==> src/rtl/alu_pkg.sv <==
// Shared ALU package: SELECT opcode codes, divider state encoding and
// small decode helpers used by the EX-stage divide unit.
package alu_pkg;

  // Existing single-cycle ALU operation codes
  localparam logic [4:0] ALU_ADD    = 5'b00000;
  localparam logic [4:0] ALU_SUB    = 5'b00001;
  localparam logic [4:0] ALU_SLL    = 5'b00010;
  localparam logic [4:0] ALU_SLT    = 5'b00011;
  localparam logic [4:0] ALU_SLTU   = 5'b00100;
  localparam logic [4:0] ALU_XOR    = 5'b00101;
  localparam logic [4:0] ALU_SRL    = 5'b00110;
  localparam logic [4:0] ALU_SRA    = 5'b00111;
  localparam logic [4:0] ALU_OR     = 5'b01000;
  localparam logic [4:0] ALU_AND    = 5'b01001;
  localparam logic [4:0] ALU_MUL    = 5'b01010;
  localparam logic [4:0] ALU_MULH   = 5'b01011;
  localparam logic [4:0] ALU_MULHSU = 5'b10000;
  localparam logic [4:0] ALU_MULHU  = 5'b10001;

  // RV32M divide / remainder codes handled by the multi-cycle unit
  localparam logic [4:0] ALU_DIV  = 5'b01100;
  localparam logic [4:0] ALU_DIVU = 5'b01101;
  localparam logic [4:0] ALU_REM  = 5'b01110;
  localparam logic [4:0] ALU_REMU = 5'b01111;

  // Divider FSM state encoding
  localparam logic [1:0] DIV_IDLE = 2'd0;
  localparam logic [1:0] DIV_CALC = 2'd1;
  localparam logic [1:0] DIV_FIN  = 2'd2;

  // Signed flavours; anything unrecognised behaves like DIVU
  function automatic logic sel_is_signed(input logic [4:0] sel);
    return (sel == ALU_DIV) || (sel == ALU_REM);
  endfunction

  // Remainder flavours select the remainder instead of the quotient
  function automatic logic sel_is_rem(input logic [4:0] sel);
    return (sel == ALU_REM) || (sel == ALU_REMU);
  endfunction

endpackage

==> src/rtl/div_restoring_core.sv <==
// Unsigned radix-2 restoring divider datapath: one quotient bit per step.
// The trial subtraction is WIDTH+1 bits wide so its sign bit directly
// tells whether the shifted partial remainder could absorb the divisor.
module div_restoring_core
  import alu_pkg::*;
#(
  parameter int WIDTH = 32,
  parameter int CNT_W = 6
) (
  input  logic             clk,
  input  logic             rst_n,
  input  logic             load,
  input  logic             step,
  input  logic [WIDTH-1:0] dividend,
  input  logic [WIDTH-1:0] divisor,
  output logic             last,
  output logic [WIDTH-1:0] quotient,
  output logic [WIDTH-1:0] remainder
);

  logic [WIDTH-1:0] rem_q;
  logic [WIDTH-1:0] quo_q;
  logic [WIDTH-1:0] div_q;
  logic [CNT_W-1:0] cnt_q;
  logic [WIDTH:0]   shifted;
  logic [WIDTH:0]   trial;

  // Shift the next dividend bit into the partial remainder and try the subtraction
  always_comb begin
    shifted = {rem_q, quo_q[WIDTH-1]};
    trial   = shifted - {1'b0, div_q};
  end

  // Load operands, then accept one restoring step per cycle
  always_ff @(posedge clk) begin
    if (!rst_n) begin
      rem_q <= '0;
      quo_q <= '0;
      div_q <= '0;
      cnt_q <= '0;
    end else if (load) begin
      rem_q <= '0;
      quo_q <= dividend;
      div_q <= divisor;
      cnt_q <= '0;
    end else if (step) begin
      if (!trial[WIDTH]) begin
        rem_q <= trial[WIDTH-1:0];
        quo_q <= {quo_q[WIDTH-2:0], 1'b1};
      end else begin
        rem_q <= shifted[WIDTH-1:0];
        quo_q <= {quo_q[WIDTH-2:0], 1'b0};
      end
      cnt_q <= cnt_q + 1'b1;
    end
  end

  assign last      = (cnt_q == CNT_W'(WIDTH - 1));
  assign quotient  = quo_q;
  assign remainder = rem_q;

endmodule

==> src/rtl/alu_div_unit.sv <==
// Multi-cycle RV32M DIV/DIVU/REM/REMU unit for the EX stage.
// Wraps div_restoring_core with the IDLE/CALC/FIN control, sign handling,
// RISC-V special cases and the RESULT register.
// Optional feature macro: ALU_DIV_EARLY_OUT_EN -- divide-by-zero, signed
// overflow and |DATA1| < |DATA2| skip CALC and finish in two cycles.
module alu_div_unit
  import alu_pkg::*;
#(
  parameter int WIDTH = 32,
  parameter int CNT_W = 6
) (
  input  logic             CLK,
  input  logic             RESET,
  input  logic             START,
  input  logic             FLUSH,
  input  logic [4:0]       SELECT,
  input  logic [WIDTH-1:0] DATA1,
  input  logic [WIDTH-1:0] DATA2,
  output logic             BUSY,
  output logic             DONE,
  output logic [WIDTH-1:0] RESULT
);

  localparam logic [WIDTH-1:0] MIN_VAL  = {1'b1, {(WIDTH-1){1'b0}}};
  localparam logic [WIDTH-1:0] ALL_ONES = {WIDTH{1'b1}};

  logic [1:0]       state;
  logic             busy_q;
  logic             done_q;
  logic [WIDTH-1:0] result_q;

  logic             is_signed;
  logic             is_rem;
  logic             neg_a;
  logic             neg_b;
  logic [WIDTH-1:0] abs_a;
  logic [WIDTH-1:0] abs_b;
  logic             div_zero;
  logic             ovf;
  logic             accept;
  logic             skip_calc;

  logic             is_rem_q;
  logic             neg_quo_q;
  logic             neg_rem_q;
  logic             div_zero_q;
  logic             ovf_q;
  logic             skip_q;
  logic [WIDTH-1:0] data1_q;

  logic             core_last;
  logic [WIDTH-1:0] core_quo;
  logic [WIDTH-1:0] core_rem;
  logic [WIDTH-1:0] quo_fix;
  logic [WIDTH-1:0] rem_fix;
  logic [WIDTH-1:0] fin_value;

  // Decode the request and form operand magnitudes and special-case flags
  always_comb begin
    is_signed = sel_is_signed(SELECT);
    is_rem    = sel_is_rem(SELECT);
    neg_a     = is_signed & DATA1[WIDTH-1];
    neg_b     = is_signed & DATA2[WIDTH-1];
    abs_a     = neg_a ? (~DATA1 + 1'b1) : DATA1;
    abs_b     = neg_b ? (~DATA2 + 1'b1) : DATA2;
    div_zero  = (DATA2 == '0);
    ovf       = is_signed && (DATA1 == MIN_VAL) && (DATA2 == ALL_ONES);
    accept    = (state == DIV_IDLE) && START && !FLUSH;
  end

`ifdef ALU_DIV_EARLY_OUT_EN
  assign skip_calc = div_zero | ovf | (abs_a < abs_b);
`else
  assign skip_calc = 1'b0;
`endif

  div_restoring_core #(
    .WIDTH (WIDTH),
    .CNT_W (CNT_W)
  ) u_core (
    .clk       (CLK),
    .rst_n     (RESET),
    .load      (accept),
    .step      (state == DIV_CALC),
    .dividend  (abs_a),
    .divisor   (abs_b),
    .last      (core_last),
    .quotient  (core_quo),
    .remainder (core_rem)
  );

  // Restore signs on the unsigned result and override the mandated special cases
  always_comb begin
    quo_fix = neg_quo_q ? (~core_quo + 1'b1) : core_quo;
    rem_fix = neg_rem_q ? (~core_rem + 1'b1) : core_rem;
    if (div_zero_q) begin
      quo_fix = ALL_ONES;
      rem_fix = data1_q;
    end else if (ovf_q) begin
      quo_fix = MIN_VAL;
      rem_fix = '0;
    end else if (skip_q) begin
      quo_fix = '0;
      rem_fix = data1_q;
    end
    fin_value = is_rem_q ? rem_fix : quo_fix;
  end

  // Control FSM: accept in IDLE, iterate in CALC, publish RESULT from FIN
  always_ff @(posedge CLK) begin
    if (!RESET) begin
      state      <= DIV_IDLE;
      busy_q     <= 1'b0;
      done_q     <= 1'b0;
      result_q   <= '0;
      is_rem_q   <= 1'b0;
      neg_quo_q  <= 1'b0;
      neg_rem_q  <= 1'b0;
      div_zero_q <= 1'b0;
      ovf_q      <= 1'b0;
      skip_q     <= 1'b0;
      data1_q    <= '0;
    end else begin
      done_q <= 1'b0;
      case (state)
        DIV_IDLE: begin
          if (accept) begin
            is_rem_q   <= is_rem;
            neg_quo_q  <= neg_a ^ neg_b;
            neg_rem_q  <= neg_a;
            div_zero_q <= div_zero;
            ovf_q      <= ovf;
            skip_q     <= skip_calc;
            data1_q    <= DATA1;
            busy_q     <= 1'b1;
            state      <= skip_calc ? DIV_FIN : DIV_CALC;
          end
        end
        DIV_CALC: begin
          if (FLUSH) begin
            busy_q <= 1'b0;
            state  <= DIV_IDLE;
          end else if (core_last) begin
            state <= DIV_FIN;
          end
        end
        DIV_FIN: begin
          if (!FLUSH) begin
            result_q <= fin_value;
            done_q   <= 1'b1;
          end
          busy_q <= 1'b0;
          state  <= DIV_IDLE;
        end
        default: begin
          busy_q <= 1'b0;
          state  <= DIV_IDLE;
        end
      endcase
    end
  end

  assign BUSY   = busy_q;
  assign DONE   = done_q;
  assign RESULT = result_q;

endmodule

==> config.mk <==
export PLATFORM = sky130hd
export DESIGN_NAME = alu_div_unit
export DESIGN_NICKNAME = d
export VERILOG_FILES = /design/src/rtl/alu_pkg.sv /design/src/rtl/div_restoring_core.sv /design/src/rtl/alu_div_unit.sv
export SDC_FILE = /design/constraint.sdc
export NUM_CORES = 1
export LEC_CHECK = 0
export CORE_MARGIN = 8
export CORE_UTILIZATION = 45
export DETAILED_ROUTE_END_ITERATION = 6
export PLACE_DENSITY = 0.67
export SYNTH_ARGS = -nofsm -noshare
export SYNTH_HDL_FRONTEND = slang
export SYNTH_SLANG_ARGS = --single-unit
export TNS_END_PERCENT = 5
==> constraint.sdc <==
create_clock -name CLK -period 3 [get_ports CLK]
set_clock_uncertainty 0.2 [all_clocks]
set_input_delay 0.75 -clock CLK [delete_from_list [all_inputs] [get_ports CLK]]
set_output_delay 0.75 -clock CLK [all_outputs]
set_load 0.05 [all_outputs]
==> results of run 1 <==
-- metrics by stage --
stage	util	instances	power, mW	TNS [ns]
after detailed placement	0.570	2142	4.63	-25.43
after global placement	0.570	2142	4.59	-20.42
after CTS	0.605	2187	7.11	-4.36
final	0.613	2191	7.22	-5.32
after floorplan	-	1585	3.78	-0.0975
after global routing	0.613	2191	7.53	-9.54
-- timing repair --
action	in CTS	in global routing
setup endpoints to repair	54	64
cloned	4	0
buffers inserted	9	4
endpoints found under the hold margin	0	0
pin swaps	39	12
resized for setup	52	46
-- how the worst min path moves through the flow --
| stage | startpoint | end |
|---|---|---|
| 2_1_floorplan | data1_q[31] | data1_q[31] |
| 3_3_place_gp | data1_q[18] | data1_q[18] |
| 3_5_place_dp | RESULT[9] | RESULT[9] |
| 4_1_cts | RESULT[9] | RESULT[9] |
| 5_1_grt | RESULT[12] | RESULT[12] |
| 6_report | RESULT[9] | RESULT[9] |
-- report_power, final --
part           switching [mW]  leakage [nW]  internal (mW)
Clock                    1.07         0.282           1.18
Sequential             0.0882          1.43           2.43
Combinational            1.24          4.36           1.21
-- final cells by class --
type / count / area (µm²)
fill: 2289 / 10000
multi-input combinational: 1245 / 8050
sequential: 175 / 3510
timing repair buffer: 346 / 3120
clock buffer: 17 / 425
tap: 335 / 419
inverter: 58 / 219
clock inverter: 15 / 153
-- placed cells by master (no fill, tap or decap), drive strengths merged, types with 25 or more instances in the layout --
master / count
a211oi: 27
a21oi: 145
a311oi: 32
a31oi: 25
buf: 240
clkdlybuf4s50: 102
dfxtp: 175
ha: 38
inv: 65
mux2i: 28
nand2: 223
nand3: 34
nor2: 133
nor3: 25
o21ai: 134
o31ai: 27
xnor2: 64
xor2: 78
-- kinds of logic (layout without fill, tap and decap cells) --
kind of cell / Yosys count / after routing / share of synthesized area
xor+xnor: 142 / 142 / 0.105
mux: 30 / 30 / 0.0256
simple gates: 548 / 548 / 0.215
flops: 175 / 175 / 0.296
buf+inv: 165 / 436 / 0.0588
fa+ha+maj: 39 / 39 / 0.0419
compound gates: 486 / 486 / 0.257
-- sequential cells by signal, summed over array words and instances, names as in the netlist --
name / flops
u_core.cnt_q: 6
is_rem_q: 1
state: 2
ovf_q: 1
neg_rem_q: 1
DONE: 1
u_core.div_q: 32
div_zero_q: 1
neg_quo_q: 1
u_core.quotient: 32
data1_q: 32
u_core.remainder: 32
BUSY: 1
RESULT: 32
-- worst reg2reg max path, stage by stage (launching register included) --
cell,delay (ns)
dfxtp_2,0.34
inv_2,0.04
ha_4,0.15
fa_2,0.35
nor2b_2,0.14
o211ai_1,0.15
a211oi_2,0.30
buf_4,0.18
nor4b_4,0.06
o21ai_4,0.30
xor2_4,0.14
buf_12,0.17
buf_16,0.14
or3_1,0.31
o211ai_1,0.10
a31oi_1,0.05
-- routing by layer --
| layer | vias to the layer above | wire, µm |
|---|---|---|
| li1 | 6198 | - |
| met5 | - | 0 |
| met1 | 6089 | 18200 |
| met3 | 63 | 3530 |
| met4 | 0 | 921 |
| met2 | 525 | 18100 |
==> impl_metrics.tcl, run 1 <==
set metrics [dict create \
    run_status "finished with violations" \
    violations "negative setup slack" \
    cp_slowest_cell "fa_2" \
    grt_pass1_vias 12200 \
    globalRoute.busiestLayer "met2" \
    reg2reg_slack_ns -0.24 \
    hold_violations 0 \
    ant_nets 0 \
    drive_gt1_frac 0.194 \
    whs_ns 0.253 \
    route.vias.total 12900 \
    worstReg2RegStart "u_core.quotient[31]" \
    path_delay_family "compound AO/OA/AOI/OAI gates" \
    std_cell_rows 59 \
    critPathKind "flop to flop" \
    max_stage_delay_ns 0.35 \
    min_period_ns 3.24 \
    grt_start_max_net_pins 106 \
    ys.flop_type "dfxtp_1" \
    initial_core_util 0.456 \
    crit_path_end_kind "flop" \
    avgSynthCellArea_um2 7.46 \
    tightest_slew_ns 0.880 \
    p_leak_nw 6.08 \
    yosysSeqAreaShare 0.296 \
    cts-root-buf "clkbuf_16" \
    use_met1 0.346 \
    clockBufferDepth 2 \
    fin_ws_ns -0.236 \
    path_buf_inv 4 \
    drt_drc_violations_left 0 \
    gp_congestion 0.907 \
    min_path_cells 2 \
    grt_use_met2 0.389 \
    coreArea_um2 25900 \
    clk_pin_slew_ns 0.08 \
    crit_cells 15 \
    fmax_ghz 0.309 \
    async_flop_share 0 \
    postLayoutCellArea_um2 15900 \
    ir_drop_v 0.000364 \
    placed_area_um2 14800 \
    relSlewSlack 0.409 \
    worst_setup_path_start_kind "flop" \
    dieHeight_um 178 \
    timing.rr.end "u_core.remainder[23]" \
    overflow 0 \
    die_area_um2 31700 \
    area_growth_pct 34.4 \
    min-delay-path-class "flop to flop" \
    power_density_nw_per_um2 454 \
    avgRoutedWirePerCell_um 18.6 \
    reg2reg_depth 15 \
    rsz0062_at_grt "true" \
    setup_viol 39 \
    antenna_found_initial 0 \
    ys_ff_latch 175 \
    maxCapViolations 0 \
    synthDistinctLibCells 72 \
    vias_per_cell 5.88 \
    fin_nets 1955 \
    crit_chain "inv_2 -> ha_4 -> fa_2 -> nor2b_2 -> o211ai_1 -> a211oi_2 -> buf_4 -> nor4b_4 -> o21ai_4 -> xor2_4 -> buf_12 -> buf_16 -> or3_1 -> o211ai_1 -> a31oi_1" \
    critical_path_peak_fanout 7 \
    syn-num-nets 1697 \
    die_width_um 178 \
    drv_slew 0 \
    synthesis.area_um2 11800 \
    synth-edff-count 0 \
    dp.final_hpwl_mm 30.1 \
    grt_util_met3 0.0552 \
    insertion_delay_ns 0.44 \
    port_buffers 106 \
    crit_path_end "u_core.remainder[23]" \
    synth_area_leader_cell "dfxtp_1" \
    ys_warn_count 0 \
    cts_buffers 17 \
    grtUsageTotal 0.251 \
    pre_cts_slack_ns -0.736 \
    firstDrtPassIters 6 \
    cp_common_cell "o211ai_1" \
    cts_hold_buf 0 \
    synth.most_common_cell "nand2_1" \
    synth.cells.most_frequent "223 x nand2_1, 175 x dfxtp_1, 145 x a21oi_1" \
    cts.sinks 175 \
    grt_pass1_wl_mm 64.0 \
    io_pins 107 \
    drt-total-wl_mm 40.7 \
    cts_tree "done" \
    critPathArrivalTime_ns 3.35 \
    diodes 0 \
    synth.area.top_cells "dfxtp_1 30%, nand2_1 7.1%, a21oi_1 6.1%" \
    min_period_over_period 1.08 \
    synth_top_area_frac 0.296 \
    startpoint "u_core.quotient[31]" \
    drt_iter0_markers 1276 \
    synthCells 1585 \
    htreeDepth 4 \
    worstPathRequired_ns 3.12 \
]
(Power assumes the default switching activity.)
==> run 2: changes to the inputs <==
--- a/config.mk
+++ b/config.mk
@@ -5,11 +5,13 @@
 export SDC_FILE = /design/constraint.sdc
 export NUM_CORES = 1
 export LEC_CHECK = 0
+export CORE_ASPECT_RATIO = 1.1
 export CORE_MARGIN = 8
 export CORE_UTILIZATION = 45
 export DETAILED_ROUTE_END_ITERATION = 6
 export PLACE_DENSITY = 0.67
 export SYNTH_ARGS = -nofsm -noshare
 export SYNTH_HDL_FRONTEND = slang
+export SYNTH_HIERARCHICAL = 1
 export SYNTH_SLANG_ARGS = --single-unit
 export TNS_END_PERCENT = 5
==> impl_metrics.tcl, run 2 <==
set metrics [dict create \
    overflow 0 \
    dp.final_hpwl_mm 35.1 \
    synthesis.area_um2 12500 \
    syn-num-nets 1706 \
    synthDistinctLibCells 82 \
    critPathKind "flop to flop" \
    grt_pass1_wl_mm 70.2 \
    crit_chain "inv_2 -> ha_4 -> fa_2 -> nand2b_4 -> a21oi_4 -> o21ai_4 -> a21oi_4 -> a31oi_4 -> and4_4 -> a211oi_4 -> buf_12 -> buf_16 -> mux2i_2 -> a21oi_1" \
    worstPathRequired_ns 3.13 \
    diodes 0 \
    timing.rr.end "u_core/remainder[12]" \
    mostFrequentLayoutCells "204 x buf_4, 191 x nand2_1, 171 x dfxtp_1" \
    drt-total-wl_mm 45.7 \
    layout_commonest_cell "buf_4" \
    drv_slew 0 \
    gp_congestion 0.961 \
    min-delay-path-class "flop to flop" \
    coreArea_um2 27600 \
    fin_ws_ns -0.0514 \
    cts_tree "done" \
    tightest_slew_ns 0.739 \
    vias_per_cell 5.82 \
    die_area_um2 33500 \
    min_period_over_period 1.02 \
    utilization 0.587 \
    ys_warn_count 6 \
    grt_pass1_vias 12600 \
    initial_core_util 0.454 \
    worstReg2RegStart "u_core/quotient[31]" \
    run_status "finished with violations" \
    antenna_found_initial 0 \
    route.vias.total 12800 \
    cp_slowest_cell "dfxtp_2" \
    crit_path_end "u_core/remainder[12]" \
    relSlewSlack 0.503 \
    reg2reg_slack_ns -0.05 \
    grt_start_max_net_pins 75 \
    startpoint "u_core/quotient[31]" \
    setup_viol 14 \
    synth-edff-count 0 \
    avgSynthCellArea_um2 7.87 \
    maxCapViolations 0 \
    ys_ff_latch 175 \
    cts-root-buf "clkbuf_16" \
    synth_area_leader_cell "dfxtp_1" \
    async_flop_share 0 \
    crit_cells 14 \
    ant_nets 0 \
    worst_setup_path_start_kind "flop" \
    drt_drc_violations_left 0 \
    synthCells 1594 \
    critPathArrivalTime_ns 3.18 \
    cts.sinks 175 \
    min_path_cells 2 \
    port_buffers 106 \
    violations "negative setup slack" \
    avgRoutedWirePerCell_um 20.7 \
    path_buf_inv 3 \
    pre_cts_slack_ns -0.529 \
    min_period_ns 3.05 \
    ys.flop_type "dfxtp_1" \
    insertion_delay_ns 0.45 \
    io_pins 107 \
    htreeDepth 4 \
    firstDrtPassIters 7 \
    crit_path_end_kind "flop" \
    reg2reg_depth 14 \
    synth.most_common_cell "nand2_1" \
    fmax_ghz 0.328 \
    area_growth_pct 29.4 \
    p_leak_nw 6.46 \
    rsz0062_at_grt "true" \
    max_stage_delay_ns 0.35 \
    clk_pin_slew_ns 0.07 \
    synth_top_area_frac 0.279 \
    cts_buffers 17 \
    hold_violations 0 \
    yosysSeqAreaShare 0.279 \
    std_cell_rows 64 \
    drt_iter0_markers 1117 \
    drive_gt1_frac 0.173 \
    path_delay_family "compound AO/OA/AOI/OAI gates" \
    power_density_nw_per_um2 458 \
    synth.cells.most_frequent "191 x nand2_1, 175 x dfxtp_1, 119 x o21ai_0" \
    fin_nets 1943 \
    ir_drop_v 0.000270 \
    synth.area.top_cells "dfxtp_1 28%, mux2i_1 7.3%, nand2_1 5.7%" \
    critical_path_peak_fanout 7 \
    clockBufferDepth 2 \
    die_width_um 175 \
    whs_ns 0.262 \
    cp_common_cell "a21oi_4" \
    grtUsageTotal 0.267 \
    dieHeight_um 191 \
]
## run 2: stage by stage
step / area [µm²] / std cells / setup TNS (ns) / power (mW)
global route: 16200 / 2205 / -1.83 / 7.75
global placement: 15300 / 2168 / -9.66 / 4.74
CTS: 16000 / 2201 / -0.206 / 7.29
detailed placement: 15300 / 2168 / -12.39 / 4.77
finish: 16200 / 2205 / -0.312 / 7.44
floorplan: 12600 / 1594 / -0.0246 / 3.96
## run 2: per-layer routing
metal,vias up,part of all wire,global-route usage
met1,6109,0.40,0.304
met2,446,0.50,0.471
met3,114,0.044,0.0334
li1,6175,-,-
met5,-,0,0
met4,0,0.058,0.161
## run 2: cell type report
class | instances | area (µm²)
fillers | 2528 | 11400
repair buffers | 318 | 2780
multi-input cells | 1254 | 8620
clock buffers | 17 | 425
clock inverters | 13 | 191
flip-flops and latches | 175 | 3510
inverters | 65 | 246
well taps | 363 | 454
## run 2: how the worst min path moves through the flow
stage           startpoint          end  slack [ns]
6_report         RESULT[2]    RESULT[2]        0.26
5_1_grt         RESULT[26]   RESULT[26]        0.28
4_1_cts        data1_q[14]  data1_q[14]        0.27
3_5_place_dp    RESULT[26]   RESULT[26]        0.26
3_3_place_gp     RESULT[9]    RESULT[9]        0.25
2_1_floorplan  data1_q[18]  data1_q[18]        0.24
## run 2: cells by family (layout without fill, tap and decap cells)
family,after synthesis,count (layout),share of synthesized area
AO/OA/AOI/OAI,425,425,0.229
XOR/XNOR,143,143,0.0999
buffers and inverters,165,413,0.0535
adder cells (fa/ha/maj),39,39,0.0395
AND/OR/NAND/NOR,553,553,0.223
flip-flops,175,175,0.279
multiplexers,94,94,0.0752
## run 2: what timing repair did
item	in CTS	in global routing
gates cloned	1	1
setup endpoints to repair	35	40
hold buffers	0	0
setup buffers	2	3
pin swaps	20	23
gates resized for setup	19	31
## run 2: worst min-delay path, cell delays in order (launching register included)
cell and delay, ns:
dfxtp_1 0.31, nand2_1 0.05, a21boi_0 0.06
## run 2: power breakdown
part	internal [mW]	switching [mW]	leakage [nW]
Combinational	1.20	1.32	4.74
Clock	1.39	1.02	0.291
Sequential	2.41	0.0991	1.43
